$ cat src/rtl/instr_fetch.sv
// Instruction fetch front end: issues word fetches, pairs in-order responses with
// their PCs, buffers them for decode and drops responses made stale by a redirect.
module instr_fetch #(
  parameter logic [31:0] RESET_PC = 32'h0000_0000,
  parameter int          DEPTH    = 2
) (
  input  logic        clk,
  input  logic        rst_n,
  output logic        imem_req,
  output logic [31:0] imem_addr,
  input  logic        imem_gnt,
  input  logic        imem_rvalid,
  input  logic [31:0] imem_rdata,
  input  logic        redirect_valid,
  input  logic [31:0] redirect_pc,
  output logic        out_valid,
  input  logic        out_ready,
  output logic [31:0] out_instr,
  output logic [31:0] out_pc
);

  localparam int AW = $clog2(DEPTH);
  localparam int CW = $clog2(DEPTH + 1);
  // Stale responses can pile up across several redirects, so give discard headroom.
  localparam int DW = CW + 3;
  localparam logic [31:0] NOP = 32'h0000_0013;

  logic [31:0]   fetch_pc;
  logic [31:0]   fifo_instr [DEPTH];
  logic [31:0]   fifo_pc    [DEPTH];
  logic [AW-1:0] wr_ptr, rd_ptr;
  logic [CW-1:0] count;
  logic [31:0]   tag_pc     [DEPTH];
  logic [AW-1:0] tag_wr, tag_rd;
  logic [CW-1:0] outstanding;
  logic [DW-1:0] discard;

  logic          grant, resp_live, resp_stale, fifo_wr, pop;
  logic [CW:0]   used;

  assign used       = {1'b0, outstanding} + {1'b0, count};
  assign imem_req   = rst_n && !redirect_valid && (used < (CW+1)'(DEPTH));
  assign imem_addr  = fetch_pc;
  assign grant      = imem_req && imem_gnt;
  assign resp_stale = imem_rvalid && (discard != '0);
  assign resp_live  = imem_rvalid && (discard == '0) && (outstanding != '0);
  assign fifo_wr    = resp_live && !redirect_valid;
  assign out_valid  = (count != '0);
  assign pop        = out_valid && out_ready;
  assign out_instr  = out_valid ? fifo_instr[rd_ptr] : NOP;
  assign out_pc     = out_valid ? fifo_pc[rd_ptr]    : RESET_PC;

  always_ff @(posedge clk or negedge rst_n) begin
    if (!rst_n) begin
      fetch_pc    <= RESET_PC;
      wr_ptr      <= '0;
      rd_ptr      <= '0;
      count       <= '0;
      tag_wr      <= '0;
      tag_rd      <= '0;
      outstanding <= '0;
      discard     <= '0;
    end else if (redirect_valid) begin
      // Everything in flight becomes stale; a response consumed this cycle is already accounted.
      fetch_pc    <= redirect_pc & ~32'h3;
      wr_ptr      <= '0;
      rd_ptr      <= '0;
      count       <= '0;
      tag_wr      <= '0;
      tag_rd      <= '0;
      outstanding <= '0;
      discard     <= discard + DW'(outstanding) - DW'(resp_live || resp_stale);
    end else begin
      if (grant) fetch_pc <= fetch_pc + 32'd4;
      wr_ptr      <= wr_ptr + AW'(fifo_wr);
      rd_ptr      <= rd_ptr + AW'(pop);
      count       <= count + CW'(fifo_wr) - CW'(pop);
      tag_wr      <= tag_wr + AW'(grant);
      tag_rd      <= tag_rd + AW'(resp_live);
      outstanding <= outstanding + CW'(grant) - CW'(resp_live);
      discard     <= discard - DW'(resp_stale);
    end
  end

  always_ff @(posedge clk) begin
    if (grant) tag_pc[tag_wr] <= fetch_pc;
    if (fifo_wr) begin
      fifo_instr[wr_ptr] <= imem_rdata;
      fifo_pc[wr_ptr]    <= tag_pc[tag_rd];
    end
  end

endmodule

$ cat config.mk
export PLATFORM = sky130hd
export DESIGN_NAME = instr_fetch
export DESIGN_NICKNAME = d
export VERILOG_FILES = /design/src/rtl/instr_fetch.sv
export SDC_FILE = /design/constraint.sdc
export NUM_CORES = 1
export LEC_CHECK = 0
export ABC_AREA = 1
export CORE_MARGIN = 3
export CORE_UTILIZATION = 40
export CTS_BUF_LIST = sky130_fd_sc_hd__clkbuf_16
export DETAILED_ROUTE_END_ITERATION = 8
export HOLD_SLACK_MARGIN = 0.06
export PLACE_DENSITY = 0.65
export SYNTH_ARGS = -nofsm -noshare
export SYNTH_HDL_FRONTEND = slang
export SYNTH_SLANG_ARGS = --single-unit
$ cat constraint.sdc
create_clock -name clk -period 3 [get_ports clk]
set_input_delay 0.6 -clock clk [delete_from_list [all_inputs] [get_ports clk]]
set_output_delay 0.6 -clock clk [all_outputs]
set_load 0.1 [all_outputs]
# After elaboration in Yosys (flattened, before gate mapping)
# Memories as Yosys holds them, arrays and structs flattened.
# Cells that the tools add are included.
# totals
ramBits	192
memories	3
word_cells	55
output_inout_bits	98
register_bits	45
# classes
n_lt_le_gt_ge	1
reduce_logical	15
n_mux	15
add_sub_neg	13
# mem_list
memory	depth	width	rd	rd_clocked_by_memory_dff	wr	line_no	source
fifo_instr	2	32	1	0	1	29	logic [31:0] fifo_instr [DEPTH];
fifo_pc	2	32	1	0	1	30	logic [31:0] fifo_pc [DEPTH];
tag_pc	2	32	1	0	1	33	logic [31:0] tag_pc [DEPTH];
# op_table
operator	count
32-bit 2-to-1 mux	4
32-bit by 3-bit adder with 32-bit output, second input constant	1
5-bit by 1-bit subtractor with 5-bit output	2
1-bit logical AND	8
1-bit 2-to-1 mux	8
2-bit nonzero test	3
5-bit by 2-bit adder with 5-bit output	1
5-bit zero test	1
5-bit 2-to-1 mux	1
5-bit nonzero test	1
1-bit adder	4
2-bit by 1-bit adder with 2-bit output	2
2-bit 2-to-1 mux	2
2-bit by 1-bit subtractor with 2-bit output	2
2-bit by 2-bit adder with 3-bit output	1
3-bit by 2-bit less-than comparator with 1-bit output, second input constant	1
1-bit zero test	1
1-bit logical OR	1

# Logic depth before layout (Yosys ltp)
# Gate-level depths: netlist of run 1.
# logic_depth
ltp_word	7
mapped_depth	18
depth_no_buf	18

# Worst setup path after synthesis of run 1
# Ideal clock, no wire load.
# synth_timing
path_type	register -> register
startpoint	register discard[2]
endpoint	memory fifo_instr[1][0] (enable)
n_path_buf	0
setup_slack_ns	-0.067
synth_period_minus_slack_ns	3.067
required_ns	2.573
t_arrival_ns	2.641
path_stages_with_launch	8
path_cell_list	dfrtp_1 inv_1 ha_1 nand4_1 nor2_1 nand2_1 inv_1 ha_1
# synth_between
elab_chain_cells	6
# synth_rtl
item	line_no	source
from (decl)	36	logic [DW-1:0] discard;
from (signal assigned)	72	discard <= discard + DW'(outstanding) - DW'(resp_live || resp_stale);
from (signal assigned)	81	discard <= discard - DW'(resp_stale);
5-bit zero test	46	assign resp_live = imem_rvalid && (discard == '0) && (outstanding != '0);
1-bit logical AND (2 in a row)	46	
1-bit logical AND	47	assign fifo_wr = resp_live && !redirect_valid;
1-bit 2-to-1 mux	87	if (fifo_wr) begin
1-bit 2-to-1 mux (implied by the code)	88	fifo_instr[wr_ptr] <= imem_rdata;
to (decl)	29	
# No other way between the ends.

# Final worst setup path of run 1
# layout_timing
startpoint	register rd_ptr
endpoint	output out_pc[31]
# layout_between
elab_chain_cells	2
# layout_rtl
item	line_no	source
from (decl)	31	logic [AW-1:0] wr_ptr, rd_ptr;
from (signal assigned)	76	rd_ptr <= rd_ptr + AW'(pop);
memory read 2 x 32 bit	--	
32-bit 2-to-1 mux	51	assign out_pc = out_valid ? fifo_pc[rd_ptr] : RESET_PC;
to (decl)	19	output logic [31:0] out_pc
# No other way between the ends.

==> summary.md, run 1 <==
| Metric | Value |
|---|---|
| Root Buffer Master | clkbuf_16 |
| Gr ovfl total | 0 |
| WP buf/inv | 2 |
| Syn. warnings | 0 |
| Rows | 57 |
| Final period util | 0.8964 |
| Largest net degree at the start of global routing | 64 |
| Routability cong. | 0.7947 |
| Fmax | 0.3719 GHz |
| Final Util | 0.5582 |
| Run status | completed |
| Routed Antenna Nets | 0 |
| Routed wire length | 22040 µm |
| Synthesis-to-layout area growth | 36.59% |
| Clk sinks | 227 |
| Worst-case reg-to-reg path depth | 18 |
| Max incr delay on CP | 0.55 ns |
| Max Transition Viols Final | 0 |
| Worst Skew | 0.009548 ns |
| Power share of the combinational group | 0.543 |
| Worst Tran Pin Value | 0.6832 ns |
| Final Power | 14.70 mW |
| Vias per Instance | 4.842 |
| Die area | 26850 µm² |
| CP cell instances | buf_4 > nand2_1 > a21oi_1 > buf_12 |
| GR Util All Layers | 0.1648 |
| Hold Crit Class | input pin to async pin |
| Clock power share | 0.200 |
| Vias in the first global route | 6579 |
| CTS Buf Count | 24 |
| Initial antenna violation count | 0 |
| Cells after Synth | 893 |
| Final std cells w/o fill | 1408 |
| Worst path slowest cell | buf_4 |
| Die W | 163.9 µm |
| Diode count | 0 |
| Cell count after placement | 1364 |
| Design area | 13620 µm² |
| Setup Buffers After CTS | 0 |
| CP endpoint | out_pc[31] |
| Crit path required time | 2.40 ns |
| Max Cap Viol | 0 |
| FF-to-FF setup slack | 0.35 ns |
| H-tree levels | 1 |
| Starting DRT DRC Count | 365 |
| DP HPWL | 15340 µm |
| Critical path peak fanout | 63 |
| RSZ-0062 raised after global routing | false |
| Worst-case clock buffer depth | 3 |
| Switching Share | 0.4704 |
| Via count | 6817 |
| Seq/Total Area, Yosys | 0.6622 |
| Max-slew headroom | 0.5446 |
| Final setup viols | 0 |
| Setup CP Type | flop to output pin |
| Critical path depth | 4 |
| Layout Nets | 1157 |
| Clk slew on worst S/H paths | 0.06 ns |
| CTS Hold Buffers Added | 0 |
| Synthesized area per cell | 11.16 µm² |
| Yosys reg bits | 227 |
| CP top delay family | buffers and inverters |
| Num ports | 168 |
| CTS tree | built |
| FILL cells | 2065 |
| Critical Path Start Type | flop |
| Post-synth cell types | 36 |
| Clk_lat worst skew | 0.50 ns |
| Worst Setup End Kind | output pin |
| Layout cells sized above 1 | 0.2399 |
| Port Buffers | 161 |
| Die height | 163.9 µm |
| DRT Pass-1 Iters | 4 |
| # resized after CTS | 0 |
| Period minus WS final | 2.689 ns |
| Worst r2r src | discard[2] |
| Area of the mapped netlist | 9968 µm² |
| Area after DPL | 12810 µm² |
| Wire length of the first global-routing pass | 34940 µm |
| Fin. Hold Viols | 0 |
| Avg WL per Cell | 15.65 µm |
| Maximum VDD drop | 855.1 µV |
| Leak | 5.152 nW |
| Seq pwr share | 0.257 |
| Worst setup path start | rd_ptr |
| Data arrival, critical path | 2.09 ns |
| PwrDens | 1080 nW/µm² |
| CORE AREA | 24390 µm² |
| Residual DRC count | 0 |
| Net Sw Power | 6.915 mW |
| Critical R2R Capture | discard[4] |
| Pint | 7.784 mW |
| Initial Util | 0.4087 |
==> layout make-up <==
type	instances	area, µm²	share of cell area
Clock inverter	19	180.2	0.01323
Tap cell	324	405.4	0.02977
Clock buffer	25	625.6	0.04595
Multi-Input combinational cell	564	3149	0.2313
Timing Repair Buffer	179	2382	0.1750
Sequential cell	227	6603	0.4849
Inverter	70	270.3	0.01985
==> how the worst min path moves through the flow <==
stage / cells past startpoint / slack (ns) / end / from
global placement: 1 / 0.55 / fifo_pc[0][31] / tag_pc[1][31]
floorplan: 0 / 0.30 / count[0] / rst_n
detailed placement: 1 / 0.55 / fifo_pc[1][19] / tag_pc[1][19]
finish: 2 / 0.31 / imem_addr[24] / rst_n
global route: 2 / 0.35 / imem_addr[28] / rst_n
CTS: 2 / 0.32 / imem_addr[29] / rst_n
==> worst register-to-register path, delay by kind of cell (launching register included) <==
family                   cells  cell delay [ns]
buffers and inverters        5             0.44
adder cells (fa/ha/maj)      4             0.99
AO/OA/AOI/OAI                2             0.15
flip-flops                   1             0.42
AND/OR/NAND/NOR              7             0.53
==> sequential cells by signal (all words and copies together) (netlist names) <==
register,count
count,2
tag_wr,1
fifo_pc,60
tag_rd,1
tag_pc,60
fifo_instr,64
rd_ptr,1
imem_addr,30
discard,5
wr_ptr,1
outstanding,2
==> cells by family after synthesis <==
logic type | share of synthesized area
AOI/OAI and AO/OA | 0.04920
xor gates and xnor gates | 0.01230
adders and majority gates | 0.02787
buffers and inverters | 0.04619
DFF | 0.6622
muxes | 0.03489
other | 0.0003762
and+or+nand+nor | 0.1669
==> Yosys cell counts <==
cell type / number / share of area
nor2_2: 4 / 0.0025
o21bai_1: 7 / 0.0053
inv_4: 1 / 0.00063
and2_1: 2 / 0.0013
ha_1: 19 / 0.024
inv_6: 1 / 0.00088
clkbuf_1: 20 / 0.0075
nand4_1: 1 / 0.00063
xor2_1: 5 / 0.0044
a21oi_1: 62 / 0.031
o21ai_1: 7 / 0.0035
inv_2: 2 / 0.00075
nor3_2: 1 / 0.0010
nand2_4: 1 / 0.0011
buf_6: 5 / 0.0056
o21ai_0: 14 / 0.0070
edfxtp_1: 184 / 0.55
inv_1: 66 / 0.025
nor2_8: 1 / 0.0020
mux2_2: 30 / 0.034
nor3_1: 3 / 0.0015
buf_1: 1 / 0.00038
buf_4: 4 / 0.0030
conb_1: 1 / 0.00038
nand2_2: 1 / 0.00063
xnor2_1: 9 / 0.0079
nor2_1: 51 / 0.019
or2_2: 2 / 0.0013
fa_1: 2 / 0.0040
buf_2: 5 / 0.0025
nand2_8: 2 / 0.0040
nand3_1: 54 / 0.027
dfrtp_1: 43 / 0.11
nand2_1: 278 / 0.10
o211ai_1: 3 / 0.0023
mux2i_1: 1 / 0.0010
==> layer usage <==
| layer | GRT usage | vias up | part of all wire |
|---|---|---|---|
| li1 | - | 3357 | - |
| met1 | 0.2296 | 3215 | 0.44 |
| met2 | 0.2698 | 212 | 0.47 |
| met4 | 0.04652 | 0 | 0.026 |
| met5 | 0 | - | 0 |
| met3 | 0.02573 | 33 | 0.059 |
==> power groups by stage <==
stage | Sequential, mW | Clock (mW) | Combinational (mW)
finish | 3.77 | 2.95 | 7.98
global route | 3.80 | 3.15 | 8.37
CTS | 3.77 | 3.02 | 8.06
detailed placement | 3.84 | 0 | 8.05
global placement | 3.83 | 0 | 8.01
floorplan | 4.16 | 0 | 4.91
==> layout by cell type, fill, tap and decap left out, types with 42 or more instances in the layout <==
| cell | count |
|---|---|
| nand2_1 | 278 |
| edfxtp_1 | 184 |
| buf_12 | 70 |
| inv_1 | 67 |
| clkdlybuf4s50_1 | 66 |
| a21oi_2 | 57 |
| nand3_1 | 54 |
| nor2_1 | 50 |
| dfrtp_1 | 42 |
| buf_4 | 42 |
==> stage by stage <==
step           hold slack (ns)  setup slack [ns]  setup TNS [ns]
6_report                0.3097            0.3108               0
5_1_grt                 0.3546            0.1407               0
4_1_cts                 0.3233            0.2677               0
3_5_place_dp            0.5489            0.1711               0
3_3_place_gp            0.5482            0.2353               0
2_1_floorplan           0.3044          -0.06739          -8.356
Note: power is estimated with default switching activity, not from simulation.
==> run 2: changes to the inputs <==
--- a/config.mk
+++ b/config.mk
@@ -11,7 +11,6 @@
 export CTS_BUF_LIST = sky130_fd_sc_hd__clkbuf_16
 export DETAILED_ROUTE_END_ITERATION = 8
 export HOLD_SLACK_MARGIN = 0.06
-export PLACE_DENSITY = 0.65
 export SYNTH_ARGS = -nofsm -noshare
 export SYNTH_HDL_FRONTEND = slang
 export SYNTH_SLANG_ARGS = --single-unit
==> constraint.sdc (replaced) <==
create_clock -name clk -period 3.41 [get_ports clk]
set_input_delay 0.682 -clock clk [delete_from_list [all_inputs] [get_ports clk]]
set_output_delay 0.682 -clock clk [all_outputs]
set_load 0.1 [all_outputs]
==> summary.md, run 2 (same netlist as run 1, synthesis figures left out) <==
| Metric | Value |
|---|---|
| Avg WL per Cell | 15.76 µm |
| Final setup viols | 0 |
| Synthesis-to-layout area growth | 34.17% |
| Max Cap Viol | 0 |
| Worst Setup End Kind | output pin |
| Routability cong. | 0.8048 |
| Final WS setup | 0.5280 ns |
| Largest net degree at the start of global routing | 64 |
| # resized after CTS | 0 |
| Routed wire length | 22150 µm |
| Routed Antenna Nets | 0 |
| Register area | 6603 µm² |
| Worst-case clock buffer depth | 3 |
| Period minus WS final | 2.882 ns |
| Worst r2r src | count[1] |
| Met2 routed WL | 10120 µm |
| Worst slack, placed | 0.5097 ns |
| Commonest non-fill, non-tap cell in the layout | nand2_1 |
| Num ports | 168 |
| Setup CP Type | flop to output pin |
| Diode count | 0 |
| Clk sinks | 227 |
| Hold Crit Class | input pin to async pin |
| Fin. Hold Viols | 0 |
| Clk slew on worst S/H paths | 0.06 ns |
| Max FFs per register | 64 |
| Wire length of the first global-routing pass | 34800 µm |
| Via count | 6714 |
| Root Buffer Master | clkbuf_16 |
| Gr ovfl total | 0 |
| Commonest cells after routing, fill and taps aside | 278 x nand2_1, 184 x edfxtp_1, 70 x inv_1 |
| Worst Skew | 0.01690 ns |
| Maximum VDD drop | 552.2 µV |
| H-tree levels | 1 |
| GR Util All Layers | 0.1637 |
| Starting DRT DRC Count | 342 |
| Residual DRC count | 0 |
| Worst-case reg-to-reg path depth | 8 |
| Footprint of the multi-input gates | 2930 µm² |
| Initial antenna violation count | 0 |
| Max Transition Viols Final | 0 |
| RSZ-0062 raised after global routing | false |
| Worst Tran Pin Value | 0.7293 ns |
| Rows | 57 |
| CTS Hold Buffers Added | 0 |
| Max-slew headroom | 0.5138 |
| Top Registers | fifo_instr (64), fifo_pc (60), tag_pc (60) |
| Leak | 5.187 nW |
| Met1 wire length | 10240 µm |
| Layout cells sized above 1 | 0.1813 |
| Final period util | 0.8452 |
| PwrDens | 955.1 nW/µm² |
| Data arrival, critical path | 2.20 ns |
| CTS tree | built |
| TNS Setup | 0 ns |
| Vias per Instance | 4.779 |
| Die area | 26850 µm² |
| Clk_lat worst skew | 0.52 ns |
| Run status | completed |
| Layout Nets | 1153 |
| Critical R2R Capture | tag_pc[1][27] |
| Top sig layer | met4 |
| Top reg by flops | fifo_instr |
| FILL cells | 2109 |
| Port Buffers | 161 |
| Initial Util | 0.4087 |
| Fmax | 0.3470 GHz |
| FF-to-FF setup slack | 0.74 ns |
| WL met3 | 1213 µm |
| Die height | 163.9 µm |
| CORE AREA | 24390 µm² |
| DRT Pass-1 Iters | 5 |
| Die W | 163.9 µm |
| CTS Buf Count | 25 |
| Setup Buffers After CTS | 0 |
| Crit path required time | 2.73 ns |
| DP HPWL | 14640 µm |
| Vias in the first global route | 6528 |
| Critical path peak fanout | 63 |
| Critical Path Start Type | flop |
run 2: cell types whose count changed in the layout (fill, tap and decap cells not counted), moves of 2 or more:
cell / change
clkinvlp_4: -3
a21oi_2: -57
ha_1: +2
a21oi_1: +57
ha_2: -2
buf_4: -4
clkinv_2: +2
inv_1: +3
clkinv_4: -2
run 2: metrics by stage:
| stage | total power [mW] | cells | area [µm²] | utilization | hold WS, ns |
|---|---|---|---|---|---|
| 5_1_grt | 13.29 | 1405 | 13370 | 0.5483 | 0.3847 |
| 3_5_place_dp | 10.18 | 1359 | 12540 | 0.5142 | 0.5497 |
| 4_1_cts | 12.90 | 1405 | 13370 | 0.5483 | 0.3856 |
| 6_report | 12.77 | 1405 | 13370 | 0.5483 | 0.3541 |
| 3_3_place_gp | 10.14 | 1359 | 12540 | 0.5142 | 0.5482 |
| 2_1_floorplan | 7.737 | 896 | 9980 | - | 0.3864 |
run 2: per-layer routing:
| metal | global-route usage | up-vias |
|---|---|---|
| met4 | 0.04421 | 0 |
| met1 | 0.2328 | 3153 |
| met3 | 0.03026 | 33 |
| met2 | 0.2600 | 183 |
| met5 | 0 | - |
| li1 | - | 3345 |
run 2: how the worst max path moves through the flow:
stage,startpoint,to,slack [ns]
floorplan,rd_ptr,out_instr[10],0.31
global placement,redirect_valid,tag_pc[0][26],0.57
detailed placement,imem_rvalid,discard[4],0.51
CTS,rd_ptr,out_pc[11],0.49
global route,rd_ptr,out_pc[11],0.34
finish,rd_ptr,out_pc[11],0.53
run 2: final cells by class:
type                            count  area share
Clock inverter                     21     0.01553
Timing Repair Buffer              174      0.1744
Sequential cell                   227      0.4937
Inverter                           70     0.02021
Multi-Input combinational cell    564      0.2191
Clock buffer                       25     0.04678
Tap cell                          324     0.03031
run 2: worst max-delay path: stages (launching register included):
cell and delay, ns:
dfrtp_2 0.36, buf_4 0.57, nand2_1 0.10, a21oi_1 0.39, buf_12 0.23
run 2: report_power, final:
part           switching, mW  total (mW)  leakage [nW]  internal (mW)
logic                   4.74        6.76          2.57           2.03
registers              0.155        3.32          2.19           3.16
clock network           1.05        2.69         0.426           1.64
total                   5.94        12.8          5.19           6.83
==> run 3: changes to the inputs <==
==> constraint.sdc (replaced) <==
create_clock -name clk -period 3 [get_ports clk]
set_input_delay 0.6 -clock clk [delete_from_list [all_inputs] [get_ports clk]]
set_output_delay 0.6 -clock clk [all_outputs]
set_load 0.1 [all_outputs]
==> summary.md, run 3 (same netlist as run 1, synthesis figures left out) <==
| Metric | Value |
|---|---|
| Run status | completed |
| Die height | 163.9 µm |
| Commonest cells after routing, fill and taps aside | 278 x nand2_1, 184 x edfxtp_1, 69 x buf_12 |
| Worst Skew | 0.01128 ns |
| PwrDens | 1088 nW/µm² |
| Critical Path Start Type | flop |
| Initial Util | 0.4087 |
| CP cell instances | buf_4 > nand2_1 > a21oi_1 > buf_12 |
| Via count | 6758 |
| FF-to-FF setup slack | 0.45 ns |
| Avg WL per Cell | 15.74 µm |
| Vias per Instance | 4.783 |
| Gr ovfl total | 0 |
| Max FFs per register | 64 |
| RSZ-0062 raised after global routing | false |
| Worst path slowest cell | buf_4 |
| DP HPWL | 15340 µm |
| Maximum VDD drop | 586.0 µV |
| Critical R2R Capture | discard[4] |
| Layout Nets | 1162 |
| DRT Pass-1 Iters | 4 |
| Top Registers | fifo_instr (64), fifo_pc (60), tag_pc (60) |
| Die area | 26850 µm² |
| Final Power | 14.83 mW |
| Crit path required time | 2.40 ns |
| Final Util | 0.5588 |
| CTS Hold Buffers Added | 0 |
| Rows | 57 |
| Vias in the first global route | 6745 |
| Num ports | 168 |
| # resized after CTS | 0 |
| Clk_lat worst skew | 0.51 ns |
| Wire length of the first global-routing pass | 35000 µm |
| Leak | 5.184 nW |
| Worst-case reg-to-reg path depth | 18 |
| Port Buffers | 161 |
| Routability cong. | 0.7888 |
| Layout cells sized above 1 | 0.2424 |
| Die W | 163.9 µm |
| Setup CP Type | flop to output pin |
| Max Cap Viol | 0 |
| GR Util All Layers | 0.1649 |
| Initial antenna violation count | 0 |
| Worst-case clock buffer depth | 3 |
| Starting DRT DRC Count | 309 |
| Worst Tran Pin Value | 0.7133 ns |
| Synthesis-to-layout area growth | 36.73% |
| Residual DRC count | 0 |
| Routed wire length | 22240 µm |
| Critical path peak fanout | 63 |
| Worst setup path start | rd_ptr |
| Clk slew on worst S/H paths | 0.06 ns |
| Period minus WS final | 2.705 ns |
| TNS Setup | 0 ns |
| H-tree levels | 1 |
| Max incr delay on CP | 0.56 ns |
| Hold Crit Class | input pin to async pin |
| Clk sinks | 227 |
| Root Buffer Master | clkbuf_16 |
| Final setup viols | 0 |
| Cell count after placement | 1369 |
| Routed Antenna Nets | 0 |
| Fin. Hold Viols | 0 |
| Data arrival, critical path | 2.10 ns |
| Max Transition Viols Final | 0 |
| Max-slew headroom | 0.5245 |
| Fmax | 0.3697 GHz |
| Diode count | 0 |
| Largest net degree at the start of global routing | 64 |
| Worst hold slack | 0.3201 ns |
| Final period util | 0.9016 |
| Setup Buffers After CTS | 0 |
| CTS tree | built |
| CTS Buf Count | 24 |
| Worst r2r src | discard[2] |
| Top reg by flops | fifo_instr |
| CORE AREA | 24390 µm² |
| Commonest non-fill, non-tap cell in the layout | nand2_1 |
| Worst Setup End Kind | output pin |
| Final std cells w/o fill | 1413 |
run 3: cell count changes in the layout (fill, tap and decap cells not counted), sizes merged:
cell / change
buf: +10
bufinv: -1
clkinv: +1
clkinvlp: +2
inv: -4
run 3: cell type report:
class / instances / area, µm²
Fill cell: 2070 / 10760
Sequential cell: 227 / 6603
Multi-Input combinational cell: 564 / 3149
Timing Repair Buffer: 184 / 2407
Clock buffer: 25 / 625.6
Tap cell: 324 / 405.4
Inverter: 70 / 270.3
Clock inverter: 19 / 168.9
run 3: worst max path at each step:
stage	end	slack (ns)
after floorplan	fifo_instr[1][0]	-0.07
after global placement	discard[4]	0.23
after detailed placement	discard[4]	0.21
after CTS	out_pc[12]	0.24
after global routing	out_pc[31]	0.15
final	out_pc[31]	0.30
run 3: where the power goes:
part           internal [mW]  switching [mW]  total [mW]
clock                   1.77            1.17        2.94
combinational           2.53            5.59        8.12
sequential              3.59           0.185        3.78
total                   7.89            6.95        14.8
run 3: metal layers:
metal	GRT usage	wire (µm)
met4	0.03806	423
met2	0.2757	10480
met5	0	0
met3	0.03455	1243
met1	0.2224	10090
run 3: stage by stage:
stage / instance area [µm²] / setup slack, ns
after global routing: 13630 / 0.1500
after detailed placement: 12830 / 0.2078
after floorplan: 10200 / -0.06739
after CTS: 13630 / 0.2389
final: 13630 / 0.2951
after global placement: 12830 / 0.2335
run 3: worst max-delay path, delay by kind of cell (launching register included):
kind / cells / cell delay, ns
AO/OA/AOI/OAI: 1 / 0.31
buffers and inverters: 2 / 0.78
flip-flops: 1 / 0.36
AND/OR/NAND/NOR: 1 / 0.11
